==> config.mk <==
export PLATFORM = sky130hd
export DESIGN_NAME = aes_key_load_ctrl
export DESIGN_NICKNAME = d
export VERILOG_FILES = /design/src/rtl/aes_key_load_ctrl.sv
export SDC_FILE = /design/constraint.sdc
export NUM_CORES = 1
export LEC_CHECK = 0
export ABC_AREA = 1
export CORE_MARGIN = 8
export CORE_UTILIZATION = 48
export CTS_CLUSTER_SIZE = 8
export DETAILED_ROUTE_END_ITERATION = 7
export HOLD_SLACK_MARGIN = 0.08
export PLACE_DENSITY_LB_ADDON = 0.2
export SYNTH_ARGS = -nofsm -noshare
export SYNTH_HDL_FRONTEND = slang
export SYNTH_SLANG_ARGS = --single-unit
==> constraint.sdc <==
create_clock -name clk -period 1.9 [get_ports clk]
set_clock_uncertainty 0.15 [all_clocks]
set_input_delay 0.38 -clock clk [delete_from_list [all_inputs] [get_ports clk]]
set_output_delay 0.38 -clock clk [all_outputs]
set_load 0.03 [all_outputs]
==> src/rtl/aes_key_load_ctrl.sv <==
// AES-256 key load sequencer: packs WORDS input words into key_out, then handshakes with the key-expansion engine.
// Optional expansion watchdog and ERROR state enabled by defining KEY_LOAD_TIMEOUT_EN.
`timescale 1ns/1ps

module aes_key_load_ctrl #(
    parameter int unsigned DATA_W      = 32,
    parameter int unsigned WORDS       = 8,
    parameter int unsigned CNT_W       = 4,
    parameter int unsigned TIMEOUT_CYC = 64
) (
    input  logic                    clk,
    input  logic                    resetn,
    input  logic                    s_valid,
    output logic                    s_ready,
    input  logic [DATA_W-1:0]       s_data,
    input  logic                    flush,
    output logic [DATA_W*WORDS-1:0] key_out,
    output logic                    key_start,
    input  logic                    key_done,
    output logic                    key_valid,
    output logic                    key_busy,
    output logic [CNT_W-1:0]        word_cnt,
    output logic                    err
);

    localparam int unsigned KEY_W = DATA_W * WORDS;

    // Reject configurations where word_cnt cannot reach WORDS or the watchdog is zero.
    if (CNT_W < $clog2(WORDS + 1) || TIMEOUT_CYC == 0) begin : g_param_check
        $error("aes_key_load_ctrl: invalid CNT_W or TIMEOUT_CYC");
    end

    typedef enum logic [2:0] {
        ST_IDLE   = 3'd0,
        ST_LOAD   = 3'd1,
        ST_START  = 3'd2,
        ST_EXPAND = 3'd3,
`ifdef KEY_LOAD_TIMEOUT_EN
        ST_READY  = 3'd4,
        ST_ERROR  = 3'd5
`else
        ST_READY  = 3'd4
`endif
    } state_t;

    state_t             state_q;
    logic [KEY_W-1:0]   key_q;
    logic [CNT_W-1:0]   cnt_q;
    logic               valid_q;
    logic               accept;
    logic               last_word;
    state_t             first_state;

`ifdef KEY_LOAD_TIMEOUT_EN
    localparam int unsigned TMR_W = $clog2(TIMEOUT_CYC + 1);
    logic [TMR_W-1:0]   tmr_q;
    logic               err_q;
    assign err = err_q;
`else
    assign err = 1'b0;
`endif

    // Ready depends only on the state register and flush, never on s_valid.
    assign s_ready     = resetn && !flush &&
                         (state_q == ST_IDLE || state_q == ST_LOAD || state_q == ST_READY);
    assign accept      = s_valid && s_ready;
    assign last_word   = (cnt_q == CNT_W'(WORDS - 1));
    assign first_state = (WORDS == 1) ? ST_START : ST_LOAD;

    assign key_out   = key_q;
    assign word_cnt  = cnt_q;
    assign key_valid = valid_q;
    assign key_start = (state_q == ST_START);
    assign key_busy  = (state_q == ST_START) || (state_q == ST_EXPAND);

    always_ff @(posedge clk or negedge resetn) begin
        if (!resetn) begin
            state_q <= ST_IDLE;
            key_q   <= '0;
            cnt_q   <= '0;
            valid_q <= 1'b0;
`ifdef KEY_LOAD_TIMEOUT_EN
            tmr_q   <= '0;
            err_q   <= 1'b0;
`endif
        end else if (flush) begin
            state_q <= ST_IDLE;
            key_q   <= '0;
            cnt_q   <= '0;
            valid_q <= 1'b0;
`ifdef KEY_LOAD_TIMEOUT_EN
            tmr_q   <= '0;
            err_q   <= 1'b0;
`endif
        end else begin
            case (state_q)
                // A first word (fresh load or reload from READY) always lands in slot 0.
                ST_IDLE, ST_READY: begin
                    if (accept) begin
                        key_q[DATA_W-1:0] <= s_data;
                        cnt_q             <= CNT_W'(1);
                        valid_q           <= 1'b0;
                        state_q           <= first_state;
                    end
                end
                ST_LOAD: begin
                    if (accept) begin
                        for (int unsigned i = 0; i < WORDS; i++) begin
                            if (cnt_q == CNT_W'(i)) begin
                                key_q[i*DATA_W +: DATA_W] <= s_data;
                            end
                        end
                        cnt_q <= cnt_q + CNT_W'(1);
                        if (last_word) begin
                            state_q <= ST_START;
                        end
                    end
                end
                ST_START: begin
                    state_q <= ST_EXPAND;
`ifdef KEY_LOAD_TIMEOUT_EN
                    tmr_q   <= '0;
`endif
                end
                // key_done beats a coincident watchdog expiry.
                ST_EXPAND: begin
                    if (key_done) begin
                        state_q <= ST_READY;
                        valid_q <= 1'b1;
`ifdef KEY_LOAD_TIMEOUT_EN
                    end else if (tmr_q == TMR_W'(TIMEOUT_CYC - 1)) begin
                        state_q <= ST_ERROR;
                        err_q   <= 1'b1;
                    end else begin
                        tmr_q   <= tmr_q + TMR_W'(1);
`endif
                    end
                end
`ifdef KEY_LOAD_TIMEOUT_EN
                ST_ERROR: begin
                    state_q <= ST_ERROR;
                end
`endif
                default: begin
                    state_q <= ST_IDLE;
                end
            endcase
        end
    end

endmodule

## Yosys cells after proc, flatten, opt, wreduce, memory -nomap -nowiden

Cells that the tools add are included.

| word-level totals | value |
|---|---|
| bits in registers | 264 |
| bits of input ports | 37 |
| output and inout port bits | 265 |
| word-level logic and storage cells | 87 |

| cells by class | value |
|---|---|
| $add $sub $neg | 1 |
| equality and inequality tests | 16 |
| multiplexer cells | 27 |
| reductions and logical operators | 32 |

Operators by type and width:

| kind | number |
|---|---|
| 256-bit 2-to-1 mux | 2 |
| 32-bit 2-to-1 mux | 9 |
| 224-bit 2-to-1 mux | 1 |
| 32-bit one-hot mux with 2 select lines | 1 |
| 3-bit AND reduction | 9 |
| 2-bit nonzero test | 9 |
| 4-bit by 3-bit == test with 1-bit output (second input constant) | 4 |
| 3-bit 2-to-1 mux | 5 |
| 4-bit 2-to-1 mux | 3 |
| 3-bit inequality test (second input constant) | 4 |
| 3-bit one-hot mux with 4 select lines | 1 |
| 4-bit by 2-bit == test with 1-bit output (second input constant) | 2 |
| 4-bit one-hot mux with 2 select lines | 1 |
| 4-bit AND reduction | 2 |
| 3-bit by 2-bit == test with 1-bit output (second input constant) | 2 |
| 3-bit nonzero test | 2 |
| 4-bit by 1-bit adder with 4-bit output (second input constant) | 1 |
| 4-bit by 1-bit == test with 1-bit output (second input constant) | 1 |
| 4-bit zero test | 1 |
| 3-bit by 1-bit == test with 1-bit output (second input constant) | 1 |
| 3-bit == test (second input constant) | 1 |
| 1-bit logical AND | 3 |
| 3-bit zero test | 1 |
| 1-bit logical OR | 3 |
| 5 further kinds | 7 |

## Logic depth before layout (Yosys ltp)

Gate-level depths: netlist of the first run.

| logic depth | value |
|---|---|
| depth in word-level cells | 8 |
| gate-level depth with buffers | 10 |
| gate-level depth less buffers | 8 |

## Worst setup path before layout of the first run

Ideal clock, no wire load.

| timing path | value |
|---|---|
| kind | flip-flop to flip-flop |
| start | register cnt_q[1] (netlist: word_cnt[1]) |
| end | register key_q[245] (netlist: key_out[245]) |
| library setup time | 0.066 ns |
| arrival time | 1.610 ns |
| setup slack | 0.074 ns |
| cell stages (with the launch flop) | 9 |
| buffers on the path | 1 |
| period minus slack after synthesis | 1.826 ns |
| cell sequence | dfrtp_1 -> ha_1 -> nand2_1 -> nand2_1 -> nand2_1 -> a21oi_4 -> clkbuf_1 -> nand3_1 -> nand2_1 |

| on the way | value |
|---|---|
| longest elaborated chain between the ends | 3 |

RTL lines:

| what | line | text |
|---|---|---|
| start: declaration | 48 | `logic [CNT_W-1:0] cnt_q;` |
| start signal: assignment | 113 | `cnt_q <= cnt_q + CNT_W'(1);` |
| 4-bit by 3-bit == test with 1-bit output | 109 | `if (cnt_q == CNT_W'(i)) begin` |
| 2-bit nonzero test (no source line) | n/a |  |
| 3-bit AND reduction (no source line) | n/a |  |
| end signal: indexed assignment | 100 | `key_q[DATA_W-1:0] <= s_data;` |
| end signal: indexed assignment | 110 | `key_q[i*DATA_W +: DATA_W] <= s_data;` |
| end: declaration | 47 | `logic [KEY_W-1:0] key_q;` |

Every way passes these cells.
A chain may end at the register's enable or synchronous reset.

## Final worst setup path of the first run

| timing path | value |
|---|---|
| start | register state_q[0] |
| end | output key_start |

| on the way | value |
|---|---|
| longest elaborated chain between the ends | 1 |

RTL lines:

| what | line | text |
|---|---|---|
| start: declaration | 46 | `state_t state_q;` |
| start signal: assignment | 103 | `state_q <= first_state;` |
| 3-bit by 2-bit == test with 1-bit output | 73 | `assign key_start = (state_q == ST_START);` |
| end: declaration | 18 | `output logic key_start,` |

Every way passes these cells.

==> results.cfg, run 1 <==
[outcome]
status = finished, violations left
violations = negative setup slack

[critical_path]
rrSetupSlack_ns = 0.05
arrival_ns = 1.44
cp_data_required_time_ns = 1.37
cp-start-kind = flip-flop
worst-setup-path-type = reg -> out
crit_fanout = 3
endpoint_kind = output port

[synth]
syn-num-nets = 1322
yosys-top-cells-area = dfrtp_1, nand2_1, nand3_1
synthCells = 1281
syn_avg_cell_area_sq_um = 8.64
yosysWarnings = 0
ys_seq_area_frac = 0.597
syn_area_sq_um = 11100
synth_top_area_share = 0.597
synth_top_cell_by_area = dfrtp_1
synth_cell_types = 28
ys_seq_elements = 264

[floorplan]
die_area_sq_um = 28200
rows = 55
initial_utilization = 0.489
coreArea_sq_um = 22600
die_x_microns = 168
boundaryPins = 302
die_y_microns = 168

[place]
gp_congestion = 0.864
io_buffers = 300
placed_area_sq_um = 14600
hpwl_microns = 25800

[clock_tree]
cts.sinks = 264
cts_tree = done
clk_pin_slew_worst_paths_ns = 0.05
root_buffer = clkbuf_16
cts_made_buffers = 38
clock_latency_ns = 0.51
cts_buffer_depth = 3
cts_max_level = 2

[drt]
drcViolationCount = 0
ant_nets = 0
via_per_inst = 5.42
wire_per_inst_microns = 20.4
drt-pass1-iter-count = 7
wl_microns = 38600
vias = 10257
dr.first_iter.drc_count = 1101

[sta]
rsz0062_at_grt = yes
whs_ns = 0.228
layout_setup_ws_ns = -0.0718
fin_crit_sh = 1.04
relSlewSlack = 0.367
final.min_clock_period_ns = 1.97
hold_viol_final = 0
slew_violations = 0
fmax_mhz = 507
tightest_slew_ns = 0.946
setup_viol = 3

[pwr]
p_leak_uw = 0.00898
combPwrFrac = 0.297
irDropWorstVdd_uv = 647
powerDensity_nw_per_um2 = 1190
p_int_uw = 11800
p_seq_frac = 0.381
swShare = 0.363
power_switching_uw = 6710
clockPowerShare = 0.321

[grt]
grt_start_max_net_pins = 141
grt_first_pass_wirelength_microns = 59900
first_global_vias = 10251
grt_remaining_overflow = 0
track_usage = 0.268
antenna_found_initial = 0

[final_layout]
diodes = 0
final_nets = 1648
drive_above_1_share = 0.0902
area_growth_syn_to_layout_pct = 40.2
fin_area_sq_um = 15500
num-fill-cells = 1879

[job]
cap_violations = 0

[worst_hold_path]
hp-class = in -> reg
## critical path, stage by stage, from the launching register on
cell	delay, ns
dfrtp_2	0.44
buf_6	0.14
nor3_4	0.21
buf_6	0.16
## kinds of logic (layout without fill, tap and decap cells)
family / after synthesis / count (layout) / synth area share
AOI/OAI and AO/OA: 16 / 16 / 0.0123
xor gates and xnor gates: 1 / 1 / 0.000791
adders and majority gates: 4 / 4 / 0.00452
buffers and inverters: 129 / 455 / 0.0585
DFF: 264 / 264 / 0.597
other: 1 / 1 / 0.000339
and+or+nand+nor: 866 / 867 / 0.327
## metal layers
metal  share of wire  GRT usage  vias up  wire length (microns)
li1                -          -     4699                      -
met1            0.40      0.342     4955                  15300
met2            0.48      0.441      538                  18600
met3           0.097     0.0655       65                   3740
met4           0.027     0.0924        0                   1060
met5               0          0        -                      0
## power groups by stage
stage	sequential, uW	clock, uW	combinational, uW
3_3_place_gp	7120	0	5850
3_5_place_dp	7120	0	5940
6_report	7040	5940	5490
4_1_cts	7030	6000	5480
2_1_floorplan	8660	0	1540
5_1_grt	7130	6230	5870
## cell usage after synthesis (all sizes together)
library cell,count
a21oi,4
buf,75
clkbuf,10
clkinv,1
conb,1
dfrtp,264
ha,4
inv,43
nand2,550
nand3,267
nand4,1
nor2,46
nor3,1
nor3b,1
o211ai,1
o21ai,9
o21bai,1
o22ai,1
xor2,1
## final cells by class
cell class	instances	area (sq um)	area share
clock buffers	39	976	0.0629
clock inverters	2	32.5	0.00210
flip-flops and latches	264	6610	0.426
inverters	44	170	0.0110
well taps	285	357	0.0230
repair buffers	370	3460	0.223
multi-input cells	889	3920	0.253
## per-stage QoR
stage / setup slack, ns / TNS, ns / utilization / cells / power, uW
after floorplan: 0.0739 / 0 / - / 1281 / 10200
after global placement: -0.111 / -11.05 / 0.646 / 1838 / 13000
after detailed placement: -0.124 / -14.62 / 0.646 / 1838 / 13100
after CTS: -0.104 / -0.260 / 0.681 / 1886 / 18500
after global routing: -0.129 / -0.778 / 0.686 / 1893 / 19200
final: -0.0718 / -0.142 / 0.686 / 1893 / 18500
## sequential cells by signal (all words and copies together) (netlist names)
signal and count:
key_out 256, word_cnt 4, state_q 3, key_valid 1
## cell usage in the layout, fill, tap and decap left out, types with 4 or more instances in the layout
master and n:
nand3_1 265, clkdlybuf4s15_1 4, nand2_1 546, nor2_1 44, o21ai_4 6, buf_4 46, buf_12 18, buf_6 6
clkbuf_16 39, inv_1 40, clkdlybuf4s50_1 34, dfrtp_1 261, dlygate4sd2_1 253
## repair_timing
action,CTS,global route
pin swaps,2,4
setup endpoints to repair,301,187
endpoints found under the hold margin,264,0
hold buffers,1,0
resized for setup,280,22
setup buffers,6,6
cloned,0,1
## path summary, 6_finish.rpt
check / to / start / depth (start not counted)
setup / recovery: key_start / state_q[0]$_DFFE_PN0P_ / 3
hold / removal: state_q[1]$_DFFE_PN0P_ / flush / 4
setup reg to reg: key_out[58]$_DFFE_PN0P_ / state_q[1]$_DFFE_PN0P_ / 8
hold reg to reg: key_out[3]$_DFFE_PN0P_ / key_out[3]$_DFFE_PN0P_ / 2
max in group asynchronous: key_out[241]$_DFFE_PN0P_ / resetn / 3
min in group asynchronous: key_out[215]$_DFFE_PN0P_ / resetn / 3
Note: power is estimated with default switching activity, not from simulation.
==> run 2: changes to the inputs <==
--- a/config.mk
+++ b/config.mk
@@ -12,6 +12,7 @@
 export DETAILED_ROUTE_END_ITERATION = 7
 export HOLD_SLACK_MARGIN = 0.08
 export PLACE_DENSITY_LB_ADDON = 0.2
+export REMOVE_ABC_BUFFERS = 1
 export SYNTH_ARGS = -nofsm -noshare
 export SYNTH_HDL_FRONTEND = slang
 export SYNTH_SLANG_ARGS = --single-unit
==> results.cfg, run 2 (synthesis results as in run 1) <==
[pwr]
power_switching_uw = 6760
irDropWorstVdd_uv = 659
swShare = 0.364
combPwrFrac = 0.302
p_int_uw = 11800
p_total_uw = 18600
clockPowerShare = 0.319
p_leak_uw = 0.00908
powerDensity_nw_per_um2 = 1180
p_seq_frac = 0.378

[critical_path]
worst-setup-path-type = reg -> out
path_delay_family = flip-flops
cp_data_required_time_ns = 1.37
cp-start-kind = flip-flop
arrival_ns = 1.43
slowest_stage = dfrtp_2
worstPathCellList = buf_6 > nor3_4 > buf_6
slowest_delay_ns = 0.44
crit_fanout = 3
crit_top_cell = buf_6
path_buf_inv = 2
endpoint_kind = output port

[drt]
via_per_inst = 5.44
drt-pass1-iter-count = 6
drcViolationCount = 0
dr.first_iter.drc_count = 806
vias = 10412
ant_nets = 0
wl_microns = 38900
wire_per_inst_microns = 20.3

[outcome]
status = finished, violations left
violations = negative setup slack

[floorplan]
coreArea_sq_um = 22600
die_area_sq_um = 28200
initial_utilization = 0.489
rows = 55
die_y_microns = 168
boundaryPins = 302
die_x_microns = 168

[clock_tree]
cts_made_buffers = 38
clk_pin_slew_worst_paths_ns = 0.05
cts.sinks = 264
cts_buffer_depth = 3
clock_latency_ns = 0.51
cts_max_level = 2
cts_tree = done
root_buffer = clkbuf_16

[grt]
track_usage = 0.273
antenna_found_initial = 0
grt_first_pass_wirelength_microns = 60600
grt_start_max_net_pins = 103
first_global_vias = 10532
grt_remaining_overflow = 0

[final_layout]
ff_latch_area_sq_um = 6610
area_growth_syn_to_layout_pct = 41.7
num-fill-cells = 1861
final_cell_mix = nand2_1, nand3_1, dfrtp_1
final_nets = 1670
drive_above_1_share = 0.105
largest_register_ffs = 256
fin_util = 0.693
instances_no_fill = 1915
final_common_cell = nand2_1
diodes = 0
multiInputGateArea_sq_um = 3930

[sta]
layout_setup_ws_ns = -0.0570
relSlewSlack = 0.578
setup_viol = 2
final.min_clock_period_ns = 1.96
fin_crit_sh = 1.03
rsz0062_at_grt = yes
slew_violations = 0
tightest_slew_ns = 0.630
hold_viol_final = 0
fmax_mhz = 511
fin_tns_setup_ns = -0.114

[job]
cap_violations = 0

[place]
dp.cells = 1867
hpwl_microns = 26300
gp_congestion = 0.856
io_buffers = 300

[worst_hold_path]
hp-class = in -> reg
run 2: changes by cell type in the layout (fill, tap and decap cells not counted), sizes merged:
cell	delta
buf	+23
clkbuf	-1
clkdlybuf4s15	+3
dlygate4sd2	-3
nand2	-1
nand3	+1
run 2: final timing paths:
| kind | from | endpoint | slack (ns) | cells after the start |
|---|---|---|---|---|
| worst min-delay path | flush | state_q[1]$_DFFE_PN0P_ | 0.15 | 4 |
| worst max register to register | word_cnt[1]$_DFFE_PN0P_ | key_out[148]$_DFFE_PN0P_ | 0.07 | 8 |
| max in group asynchronous | resetn | key_out[153]$_DFFE_PN0P_ | 0.26 | 4 |
| min in group asynchronous | resetn | key_out[80]$_DFFE_PN0P_ | 0.40 | 3 |
| worst max-delay path | state_q[0]$_DFFE_PN0P_ | key_start | -0.06 | 3 |
| worst min register to register | key_out[250]$_DFFE_PN0P_ | key_out[250]$_DFFE_PN0P_ | 0.31 | 2 |
run 2: cell type report:
class | instances | share of cell area
clock inverters | 2 | 0.00207
inverters | 44 | 0.0108
multi-input cells | 889 | 0.250
repair buffers | 392 | 0.230
well taps | 285 | 0.0227
flip-flops and latches | 264 | 0.421
clock buffers | 39 | 0.0622
run 2: through the flow:
step / worst slack (ns) / hold slack [ns] / instance area, sq um
final: -0.0570 / 0.146 / 15700
after global routing: -0.121 / 0.179 / 15700
after CTS: -0.0870 / 0.126 / 15700
after detailed placement: -0.0659 / 0.308 / 14900
after global placement: -0.0462 / 0.302 / 14900
after floorplan: -1.47 / -0.0656 / 10600
run 2: repair_timing:
item | CTS | global route
pin swaps | 2 | 7
gates cloned | 0 | 1
hold buffers | 1 | 0
resized for setup | 275 | 23
endpoints found under the setup margin | 264 | 138
endpoints found under the hold margin | 35 | 0
setup buffers | 4 | 1
run 2: power by group through the flow:
stage	sequential [uW]	combinational, uW	clock, uW
final	7030	5610	5930
after floorplan	8690	1340	0
after global routing	7110	5970	6250
after global placement	7100	6000	0
after detailed placement	7110	6080	0
after CTS	7010	5600	6010
run 2: layer usage:
layer / GRT usage / part of all wire / up-vias
met4: 0.118 / 0.041 / 0
met2: 0.436 / 0.47 / 492
met3: 0.0797 / 0.098 / 93
met1: 0.341 / 0.39 / 5074
li1: - / - / 4753
met5: 0 / 0 / -
run 2: tightest hold or removal path, stage by stage:
cell      delay, ns
buf_2          0.15
inv_4          0.08
o21ai_0        0.08
o21bai_1       0.07
